## config.mk

```make
export PLATFORM = sky130hd
export DESIGN_NAME = rv32i_mem_stage
export DESIGN_NICKNAME = d
export VERILOG_FILES = /design/src/rtl/rv32i_mem_stage.sv
export SDC_FILE = /design/constraint.sdc
export NUM_CORES = 1
export LEC_CHECK = 0
export CORE_ASPECT_RATIO = 1.4
export CORE_UTILIZATION = 38
export CTS_CLUSTER_SIZE = 24
export DETAILED_ROUTE_END_ITERATION = 8
export PLACE_DENSITY = 0.78
export SLEW_MARGIN = 40
export SYNTH_ARGS = -nofsm -noshare
export SYNTH_HDL_FRONTEND = slang
export SYNTH_SLANG_ARGS = --single-unit
export TNS_END_PERCENT = 100
```

## constraint.sdc

```tcl
create_clock -name clk -period 3.72 [get_ports clk]
set_input_delay 1.116 -clock clk [delete_from_list [all_inputs] [get_ports clk]]
set_output_delay 1.116 -clock clk [all_outputs]
set_load 0.005 [all_outputs]
```

## src/rtl/rv32i_mem_stage.sv

```systemverilog
// RV32I memory stage: drives the sync RAM data port for loads/stores, aligns and
// extends load data after the one-cycle read latency, and holds a registered result for writeback.
module rv32i_mem_stage #(
  parameter int ADDR_W = 30
) (
  input  logic              clk,
  input  logic              reset,
  input  logic              ex_valid,
  output logic              ex_ready,
  input  logic              ex_load,
  input  logic              ex_store,
  input  logic [1:0]        ex_width,
  input  logic              ex_sign,
  input  logic [31:0]       ex_addr,
  input  logic [31:0]       ex_wdata,
  input  logic [4:0]        ex_rd,
  input  logic              ex_rd_we,
  output logic [ADDR_W-1:0] d_addr,
  output logic              d_we,
  output logic [3:0]        d_be,
  output logic [31:0]       d_wdata,
  input  logic [31:0]       d_rdata,
  output logic              wb_valid,
  input  logic              wb_ready,
  output logic [4:0]        wb_rd,
  output logic              wb_rd_we,
  output logic [31:0]       wb_data,
  output logic              wb_misaligned,
  output logic [31:0]       wb_bad_addr
);
  typedef enum logic [1:0] {IDLE, READ, HOLD} state_e;

  state_e            state_q;
  logic [ADDR_W-1:0] addr_q;
  logic [1:0]        off_q, width_q;
  logic              sign_q;
  logic [4:0]        rd_q;
  logic              rd_we_q, mis_q;
  logic [31:0]       data_q, bad_q;

  logic        accept, mis;
  logic [3:0]  be_raw;
  logic [31:0] sh, ld_val;

  always_comb begin
    mis = 1'b0;
    if (ex_load || ex_store) begin
      case (ex_width)
        2'b00:   mis = 1'b0;
        2'b01:   mis = ex_addr[0];
        2'b10:   mis = (ex_addr[1:0] != 2'b00);
        default: mis = 1'b1;
      endcase
    end
  end

  always_comb begin
    case (ex_width)
      2'b00:   be_raw = 4'b0001 << ex_addr[1:0];
      2'b01:   be_raw = 4'b0011 << ex_addr[1:0];
      default: be_raw = 4'b1111;
    endcase
  end

  // Stalled while a load is in flight; in HOLD a new op may replace the consumed result.
  assign ex_ready = !reset && (state_q == IDLE || (state_q == HOLD && wb_ready));
  assign accept   = ex_valid && ex_ready;
  assign d_we     = accept && ex_store && !mis;
  assign d_be     = d_we ? be_raw : 4'b0000;
  assign d_wdata  = ex_wdata << {ex_addr[1:0], 3'b000};
  assign d_addr   = accept ? ex_addr[ADDR_W+1:2] : addr_q;

  assign sh = d_rdata >> {off_q, 3'b000};
  always_comb begin
    case (width_q)
      2'b00:   ld_val = {{24{sign_q & sh[7]}}, sh[7:0]};
      2'b01:   ld_val = {{16{sign_q & sh[15]}}, sh[15:0]};
      default: ld_val = sh;
    endcase
  end

  always_ff @(posedge clk or posedge reset) begin
    if (reset) begin
      state_q <= IDLE;
      addr_q  <= '0;
      off_q   <= 2'b00;
      width_q <= 2'b00;
      sign_q  <= 1'b0;
      rd_q    <= 5'd0;
      rd_we_q <= 1'b0;
      mis_q   <= 1'b0;
      data_q  <= 32'd0;
      bad_q   <= 32'd0;
    end else begin
      case (state_q)
        READ: begin
          data_q  <= ld_val;
          state_q <= HOLD;
        end
        HOLD:    if (wb_ready && !ex_valid) state_q <= IDLE;
        default: ;
      endcase
      if (accept) begin
        addr_q  <= ex_addr[ADDR_W+1:2];
        off_q   <= ex_addr[1:0];
        width_q <= ex_width;
        sign_q  <= ex_sign;
        rd_q    <= ex_rd;
        mis_q   <= mis;
        bad_q   <= mis ? ex_addr : 32'd0;
        if (mis) begin
          rd_we_q <= 1'b0;
          data_q  <= 32'd0;
          state_q <= HOLD;
        end else if (ex_load) begin
          rd_we_q <= ex_rd_we;
          state_q <= READ;
        end else if (ex_store) begin
          rd_we_q <= 1'b0;
          data_q  <= 32'd0;
          state_q <= HOLD;
        end else begin
          rd_we_q <= ex_rd_we;
          data_q  <= ex_addr;
          state_q <= HOLD;
        end
      end
    end
  end

  assign wb_valid      = (state_q == HOLD);
  assign wb_rd         = rd_q;
  assign wb_rd_we      = rd_we_q;
  assign wb_data       = data_q;
  assign wb_misaligned = mis_q;
  assign wb_bad_addr   = bad_q;
endmodule

```

==> results.sh, run 1 <==
export IMPL_cts_hold_buf=0
export IMPL_insertion_delay_ps=350
export IMPL_grt_pass1_vias=5710
export IMPL_grt_pass1_wl_mm=31.0
export IMPL_synth_seq_cells=108
export IMPL_overflow=0
export IMPL_vias=5585
export IMPL_io_buffers=250
export IMPL_crit_arrival_ps=2550
export IMPL_cp_max_fo=30
export IMPL_clk_pin_slew_ps=70
export IMPL_dieArea_sq_um=15500
export IMPL_cts_buffers=9
export IMPL_hold_class="flip-flop to flip-flop"
export IMPL_layout_common_cells="clkdlybuf4s50_1 (208), nand2_1 (145), dfrtp_1 (108)"
export IMPL_tightest_slew_ps=657
export IMPL_htree_num_levels=3
export IMPL_grt_max_degree=109
export IMPL_p_int_w=0.00294
export IMPL_p_switching_w=0.00135
export IMPL_synth_area_sq_um=5690
export IMPL_die_w_um=105
export IMPL_routed_wl_mm=19.4
export IMPL_drt_pass1_iter_count=4
export IMPL_holdWs_ps=459
export IMPL_place_gp_congestion=0.856
export IMPL_combPwrFrac_pct=40.2
export IMPL_status="finished, final reports clean"
export IMPL_rsz0062_at_grt="yes"
export IMPL_remaining_drc_errors=0
export IMPL_slew_headroom_pct=55.9
export IMPL_slew_viol_final=0
export IMPL_drtIter0Drc=330
export IMPL_syn2layout_area_growth_pct=59.7
export IMPL_wire_per_inst_um=18.3
export IMPL_layout_drive_gt1_share_pct=15.9
export IMPL_hold_end="addr_q[29]"
export IMPL_p_leak_nw=4.15
export IMPL_ir_drop_mv=0.224
export IMPL_r2r_cells=9
export IMPL_hpwl_mm=14.4
export IMPL_cts_tree="yes"
export IMPL_syn_nets=700
export IMPL_holdPathStages=2
export IMPL_synth_area_top_cells="dfrtp_1 (48%), nand2_1 (10%), mux2i_1 (9.7%)"
export IMPL_path_class="primary input to output pin"
export IMPL_clockRootBuffer="clkbuf_16"
export IMPL_r2r_start="state_q[1]"
export IMPL_setup_viol=0
export IMPL_avgSynthCellArea_sq_um=9.65
export IMPL_timing_rr_end="wb_data[11]"
export IMPL_layout_commonest_cell="clkdlybuf4s50_1"
export IMPL_yosysSeqAreaShare_pct=47.5
export IMPL_dieHeight_um=147
export IMPL_fin_skew_ps=8.15
export IMPL_crit_path_start_kind="primary input"
export IMPL_synth_distinct_cells=46
export IMPL_synth_top_area_cell="dfrtp_1"
export IMPL_fmax_mhz=273
export IMPL_synth_cells=589
export IMPL_finalPower_w=0.00429
export IMPL_hp_start="addr_q[29]"
export IMPL_cp_startpoint="ex_addr[0]"
export IMPL_fin_crit_sh_pct=98.5
export IMPL_required_ps=2600
export IMPL_drv_cap=0
export IMPL_clock_sinks=108
export IMPL_fp_row_count=52
export IMPL_synth_top_area_share_pct=47.5
export IMPL_antenna_found_initial=2
export IMPL_seqPwrFrac_pct=38.3
export IMPL_floorplan_core_area_sq_um=14500
export IMPL_power_density_nw_per_um2=473
export IMPL_r2r_setup_slack_ps=1510
export IMPL_hold_viol=0
export IMPL_clkPwrFrac_pct=21.5
export IMPL_ant_nets=0
export IMPL_layout_nets=980
export IMPL_layout_min_cycle_time_ps=3660
export IMPL_yosysWarnings=0
export IMPL_ios=251
export IMPL_clock_path_buffers=2
export IMPL_async_flop_share_pct=100
export IMPL_endpoint_kind="output pin"
export IMPL_switching_share_pct=31.5
export IMPL_ys_flop_type="dfrtp_1"
export IMPL_track_usage_pct=25.7
export IMPL_vias_per_cell=5.24
export IMPL_initial_utilization_pct=39.2
export IMPL_synth_enable_flop_cells=0
## worst max-delay path: stages
cell	delay [ps]
dlygate4sd2_1	310
buf_8	200
nor2_1	110
buf_4	170
and2_1	130
clkdlybuf4s50_1	500
## synth_stat cells (3+ instances only)
library cell and number:
and2_1 9, o2bb2ai_1 7, o21ai_0 32, a22o_1 40, nor2_1 19, clkbuf_1 9, nand2_1 153, a211oi_1 8
o22a_2 5, mux2i_1 55, dfrtp_1 108, buf_2 24, a21oi_1 29, o21ai_1 10, buf_4 5, o22ai_1 16
buf_6 3, nor2b_1 14, inv_1 3, a22oi_2 8
## area by class of cell
type                       instances  area, sq um
tap                              189          236
multi-input combinational        432         2770
timing repair buffer             315         3060
fill                            1218         5430
sequential                       108         2700
inverter                           3         15.0
clock buffer                       9          225
antenna                            2         5.00
clock inverter                     7         57.6
## worst max path at each step
stage | endpoint | slack, ps | depth (start not counted)
floorplan | state_q[1] | 510 | 3
global placement | d_addr[29] | -300 | 7
detailed placement | d_addr[5] | -320 | 7
CTS | d_addr[28] | 2 | 9
global route | d_wdata[1] | -10 | 6
finish | d_wdata[1] | 60 | 6
## timing repair
item | CTS | global route
setup endpoints to repair | 62 | 23
resized for setup | 88 | 31
pin swaps | 6 | 4
gates cloned | 2 | 1
setup buffers | 16 | 2
## flip-flops by register name (all words and copies together) (netlist names)
signal,flops
addr_q,30
off_q,2
sign_q,1
state_q,2
wb_bad_addr,32
wb_data,32
wb_misaligned,1
wb_rd,5
wb_rd_we,1
width_q,2
## cell families after synthesis
kind of cell | synth area share (%)
flops | 47.5
simple gates | 16.7
compound gates | 20.6
buf+inv | 4.91
mux | 10.3
## layer usage
metal / track usage (%) / routed length (um) / vias up
met2: 45.1 / 9860 / 245
met3: 5.68 / 1290 / 53
li1: - / - / 2639
met5: 0 / 0 / -
met4: 12.7 / 927 / 0
met1: 29.4 / 7370 / 2648
## power by group through the flow
stage / clock network (W) / logic, W / registers, W
6_report: 0.000923 / 0.00172 / 0.00164
5_1_grt: 0.000991 / 0.00185 / 0.00169
4_1_cts: 0.000947 / 0.00172 / 0.00165
3_5_place_dp: 0 / 0.00172 / 0.00166
3_3_place_gp: 0 / 0.00169 / 0.00165
2_1_floorplan: 0 / 0.000717 / 0.00165
## per-stage QoR
stage | std cells | setup WS (ps) | TNS [ps] | utilization [%] | cell area [sq um]
final | 1065 | 55.1 | 0 | 62.6 | 9080
after global routing | 1065 | -11.3 | -23.8 | 62.6 | 9080
after CTS | 1062 | 2.16 | 0 | 62.3 | 9040
after detailed placement | 1028 | -320 | -14460 | 59.2 | 8590
after global placement | 1028 | -299 | -13730 | 59.2 | 8590
after floorplan | 589 | 510 | 0 | - | 5690
No activity file was read; power rests on OpenSTA's default activity.
==> run 2: changes to the inputs <==
--- a/constraint.sdc
+++ b/constraint.sdc
@@ -3,2 +3,2 @@
 set_output_delay 1.116 -clock clk [all_outputs]
-set_load 0.005 [all_outputs]
+set_load 0.1 [all_outputs]
==> results.sh, run 2 (same netlist as run 1, synthesis figures left out) <==
export IMPL_critPathSlowestCell="clkdlybuf4s50_1"
export IMPL_slew_viol_final=0
export IMPL_drv_cap=0
export IMPL_cts_tree="yes"
export IMPL_place_gp_congestion=0.887
export IMPL_drt_pass1_iter_count=5
export IMPL_multi_input_area_sq_um=2920
export IMPL_grt_max_degree=109
export IMPL_fin_crit_sh_pct=98.3
export IMPL_setup_viol=0
export IMPL_layout_cells_non_filler=1033
export IMPL_routed_wl_mm=20.3
export IMPL_clock_path_buffers=2
export IMPL_layout_commonest_cell="nand2_1"
export IMPL_setup_ws_ps=64.5
export IMPL_slew_headroom_pct=62.6
export IMPL_clockRootBuffer="clkbuf_16"
export IMPL_layout_min_cycle_time_ps=3660
export IMPL_io_buffers=250
export IMPL_grt_pass1_wl_mm=31.7
export IMPL_floorplan_core_area_sq_um=14500
export IMPL_ios=251
export IMPL_die_w_um=105
export IMPL_worstPathCellList="clkdlybuf4s50_1 -> o21ai_0 -> and2_4 -> nand3_4 -> a21oi_4 -> buf_12"
export IMPL_path_class="primary input to output pin"
export IMPL_tightest_slew_ps=545
export IMPL_required_ps=2600
export IMPL_nFillCells=1098
export IMPL_syn2layout_area_growth_pct=67.9
export IMPL_dp_slack_ps=-126
export IMPL_vias_per_cell=5.42
export IMPL_place_inst=1013
export IMPL_cp_max_fo=5
export IMPL_initial_utilization_pct=39.2
export IMPL_clock_sinks=108
export IMPL_grt_pass1_vias=5742
export IMPL_hpwl_mm=15.6
export IMPL_track_usage_pct=26.5
export IMPL_clk_pin_slew_ps=80
export IMPL_hold_class="flip-flop to flip-flop"
export IMPL_layout_drive_gt1_share_pct=30.8
export IMPL_seqCellArea_sq_um=2700
export IMPL_wire_per_inst_um=19.7
export IMPL_ant_nets=0
export IMPL_crit_arrival_ps=2540
export IMPL_crit_path_start_kind="primary input"
export IMPL_cts_hold_buf=0
export IMPL_dieHeight_um=147
export IMPL_vias=5597
export IMPL_power_density_nw_per_um2=727
export IMPL_antenna_found_initial=0
export IMPL_ir_drop_mv=0.514
export IMPL_holdWs_ps=480
export IMPL_overflow=0
export IMPL_remaining_drc_errors=0
export IMPL_insertion_delay_ps=350
export IMPL_layout_nets=950
export IMPL_drtIter0Drc=296
export IMPL_fmax_mhz=274
export IMPL_insertedDiodeCount=0
export IMPL_cts_buffers=9
export IMPL_fp_row_count=52
export IMPL_endpoint_kind="output pin"
export IMPL_dieArea_sq_um=15500
export IMPL_layout_common_cells="nand2_1 (138), dfrtp_1 (108), clkdlybuf4s50_1 (106)"
export IMPL_fin_skew_ps=5.89
export IMPL_p_leak_nw=4.37
export IMPL_status="finished, final reports clean"
export IMPL_hold_viol=0
export IMPL_critical_path_max_stage_delay_ps=440
export IMPL_htree_num_levels=3
run 2: path summary, 6_finish.rpt:
| check | startpoint | slack (ps) | depth (start not counted) | end |
|---|---|---|---|---|
| setup reg to reg | state_q[1] | 1550 | 7 | wb_bad_addr[12] |
| min in group asynchronous | reset | 1150 | 4 | state_q[1] |
| max in group asynchronous | reset | 2160 | 4 | wb_data[10] |
| setup / recovery | ex_width[1] | 60 | 6 | d_be[1] |
| hold / removal | wb_rd[0] | 480 | 2 | wb_rd[0] |
| hold reg to reg | wb_rd[0] | 480 | 2 | wb_rd[0] |
run 2: what timing repair did:
| action | CTS | global route |
|---|---|---|
| pin swaps | 0 | 2 |
| setup buffers | 3 | 0 |
| cloned | 1 | 0 |
| resized for setup | 17 | 6 |
| endpoints found under the setup margin | 35 | 32 |
run 2: final cells by class:
type | count | share of cell area, %
Multi-Input combinational cell | 432 | 30.6
Tap cell | 189 | 2.48
Timing Repair Buffer | 285 | 35.4
Clock inverter | 7 | 0.695
Inverter | 3 | 0.157
Clock buffer | 9 | 2.36
Sequential cell | 108 | 28.3
run 2: worst max-delay path: cells and delay by family:
kind                   cells  cell delay (ps)
buffers and inverters      2              630
AND/OR/NAND/NOR            2              360
AO/OA/AOI/OAI              2              430
run 2: per-stage QoR:
stage / utilization (%) / total power (W) / setup TNS (ps) / cell area, sq um
floorplan: - / 0.00471 / -2620 / 5830
global placement: 62.8 / 0.00592 / -531 / 9110
detailed placement: 62.8 / 0.00598 / -1540 / 9110
CTS: 65.7 / 0.00696 / 0 / 9530
global route: 65.8 / 0.00715 / -20.0 / 9540
finish: 65.8 / 0.00694 / 0 / 9540
run 2: where the power goes:
part           switching, W  leakage, nW  internal (W)  total (W)
Combinational       0.00315         2.84       0.00119    0.00434
Sequential         0.000188         1.38       0.00147    0.00166
Clock              0.000473        0.144      0.000473   0.000946
Total               0.00381         4.37       0.00313    0.00694
run 2: per-layer routing:
metal	routed length, um	GRT usage (%)	vias up
met5	0	0	-
met4	829	10.9	0
met3	1500	6.17	48
met2	10500	46.7	281
met1	7540	30.6	2700
li1	-	-	2568
==> run 3: changes to the inputs <==
Settings changed: SETUP_SLACK_MARGIN set to 0.15.
==> results.sh, run 3 (same netlist as run 1, synthesis figures left out) <==
export IMPL_ios=251
export IMPL_cts_buffers=9
export IMPL_multi_input_area_sq_um=2990
export IMPL_slew_headroom_pct=58.5
export IMPL_timing_rr_end="wb_data[13]"
export IMPL_ir_drop_mv=0.533
export IMPL_seqCellArea_sq_um=2700
export IMPL_place_inst=1012
export IMPL_cp_max_fo=5
export IMPL_p_leak_nw=4.34
export IMPL_initial_utilization_pct=39.2
export IMPL_htree_num_levels=3
export IMPL_path_class="primary input to output pin"
export IMPL_drt_pass1_iter_count=5
export IMPL_track_usage_pct=26.3
export IMPL_holdPathStages=1
export IMPL_cts_tree="yes"
export IMPL_die_w_um=105
export IMPL_wire_per_inst_um=19.6
export IMPL_layout_common_cells="nand2_1 (123), dfrtp_1 (108), clkdlybuf4s50_1 (104)"
export IMPL_layout_cells_non_filler=1030
export IMPL_dieArea_sq_um=15500
export IMPL_final_area_sq_um=9570
export IMPL_rsz0062_at_grt="no"
export IMPL_fmax_mhz=288
export IMPL_grt_pass1_vias=5942
export IMPL_vias_per_cell=5.40
export IMPL_clock_sinks=108
export IMPL_fin_crit_sh_pct=93.2
export IMPL_slew_viol_final=0
export IMPL_routed_wl_mm=20.2
export IMPL_fp_row_count=52
export IMPL_layout_commonest_cell="nand2_1"
export IMPL_insertion_delay_ps=340
export IMPL_cts_hold_buf=0
export IMPL_io_buffers=250
export IMPL_insertedDiodeCount=0
export IMPL_hpwl_mm=15.2
export IMPL_drtIter0Drc=247
export IMPL_hold_class="flip-flop to flip-flop"
export IMPL_grt_max_degree=109
export IMPL_required_ps=2600
export IMPL_power_density_nw_per_um2=731
export IMPL_hp_start="wb_misaligned"
export IMPL_drv_cap=0
export IMPL_ant_nets=0
export IMPL_fin_skew_ps=6.14
export IMPL_clock_path_buffers=2
export IMPL_r2r_setup_slack_ps=1540
export IMPL_finalPower_w=0.00700
export IMPL_crit_arrival_ps=2350
export IMPL_clk_pin_slew_ps=80
export IMPL_antenna_found_initial=0
export IMPL_cp_startpoint="ex_width[0]"
export IMPL_place_gp_congestion=0.875
export IMPL_nFillCells=1090
export IMPL_place_area_sq_um=9230
export IMPL_setup_viol=0
export IMPL_endpoint_kind="output pin"
export IMPL_remaining_drc_errors=0
export IMPL_r2r_cells=4
export IMPL_clockRootBuffer="clkbuf_16"
export IMPL_crit_path_start_kind="primary input"
export IMPL_hold_end="wb_misaligned"
export IMPL_grt_pass1_wl_mm=31.8
export IMPL_status="finished, final reports clean"
export IMPL_syn2layout_area_growth_pct=68.4
export IMPL_dieHeight_um=147
export IMPL_layout_drive_gt1_share_pct=33.5
export IMPL_layout_nets=947
export IMPL_overflow=0
export IMPL_tightest_slew_ps=623
export IMPL_hold_viol=0
export IMPL_vias=5561
export IMPL_r2r_start="state_q[0]"
export IMPL_post_route_util_pct=66.0
export IMPL_floorplan_core_area_sq_um=14500
export IMPL_layout_min_cycle_time_ps=3470
## run 3: cell types whose count changed in the layout (fill, tap and decap cells not counted), sizes merged
cell	before	now
dlygate4sd2	1	2
buf	177	173
clkdlybuf4s50	106	104
clkbuf	9	12
inv	6	3
bufinv	0	1
dlymetal6s2s	1	0
clkinvlp	1	3
## run 3: worst max-delay path by stage
stage	to	slack [ps]	depth (start not counted)
floorplan	d_wdata[16]	-270	3
global placement	d_addr[29]	-30	7
detailed placement	d_addr[16]	-40	7
CTS	d_be[3]	220	6
global route	d_be[2]	190	6
finish	d_be[3]	250	6
## run 3: where the power goes
| part | switching [W] | internal [W] |
|---|---|---|
| registers | 0.000176 | 0.00147 |
| logic | 0.00316 | 0.00119 |
| clock network | 0.000462 | 0.000534 |
| total | 0.00380 | 0.00320 |
## run 3: per-stage QoR
stage	hold WS, ps	TNS, ps	setup WS, ps
floorplan	507	-795	-271
global placement	462	-314	-33.9
detailed placement	471	-622	-36.3
CTS	489	0	217
global route	516	0	195
finish	488	0	252
## run 3: final cells by class
type	count	area share (%)
Timing Repair Buffer	282	34.6
Multi-Input combinational cell	432	31.3
Sequential cell	108	28.2
Tap cell	189	2.47
Clock buffer	9	2.35
Clock inverter	7	0.876
Inverter	3	0.196
## run 3: per-layer routing
layer / share of wire [%] / up-vias / track usage (%)
met2: 52 / 266 / 47.7
met4: 3.9 / 0 / 10.6
met3: 6.7 / 48 / 5.37
met1: 37 / 2674 / 29.9
met5: 0 / - / 0
li1: - / 2573 / -
## run 3: what timing repair did
item / in CTS / in global routing
cloned: 0 / 1
pin swaps: 3 / 3
resized for setup: 10 / 4
endpoints found under the setup margin: 35 / 2
setup buffers: 1 / 0
## run 3: critical path: stages
cell	delay (ps)
clkdlybuf4s50_1	440
o21ai_2	80
and2_4	170
nand3_4	160
a21oi_4	190
buf_12	190
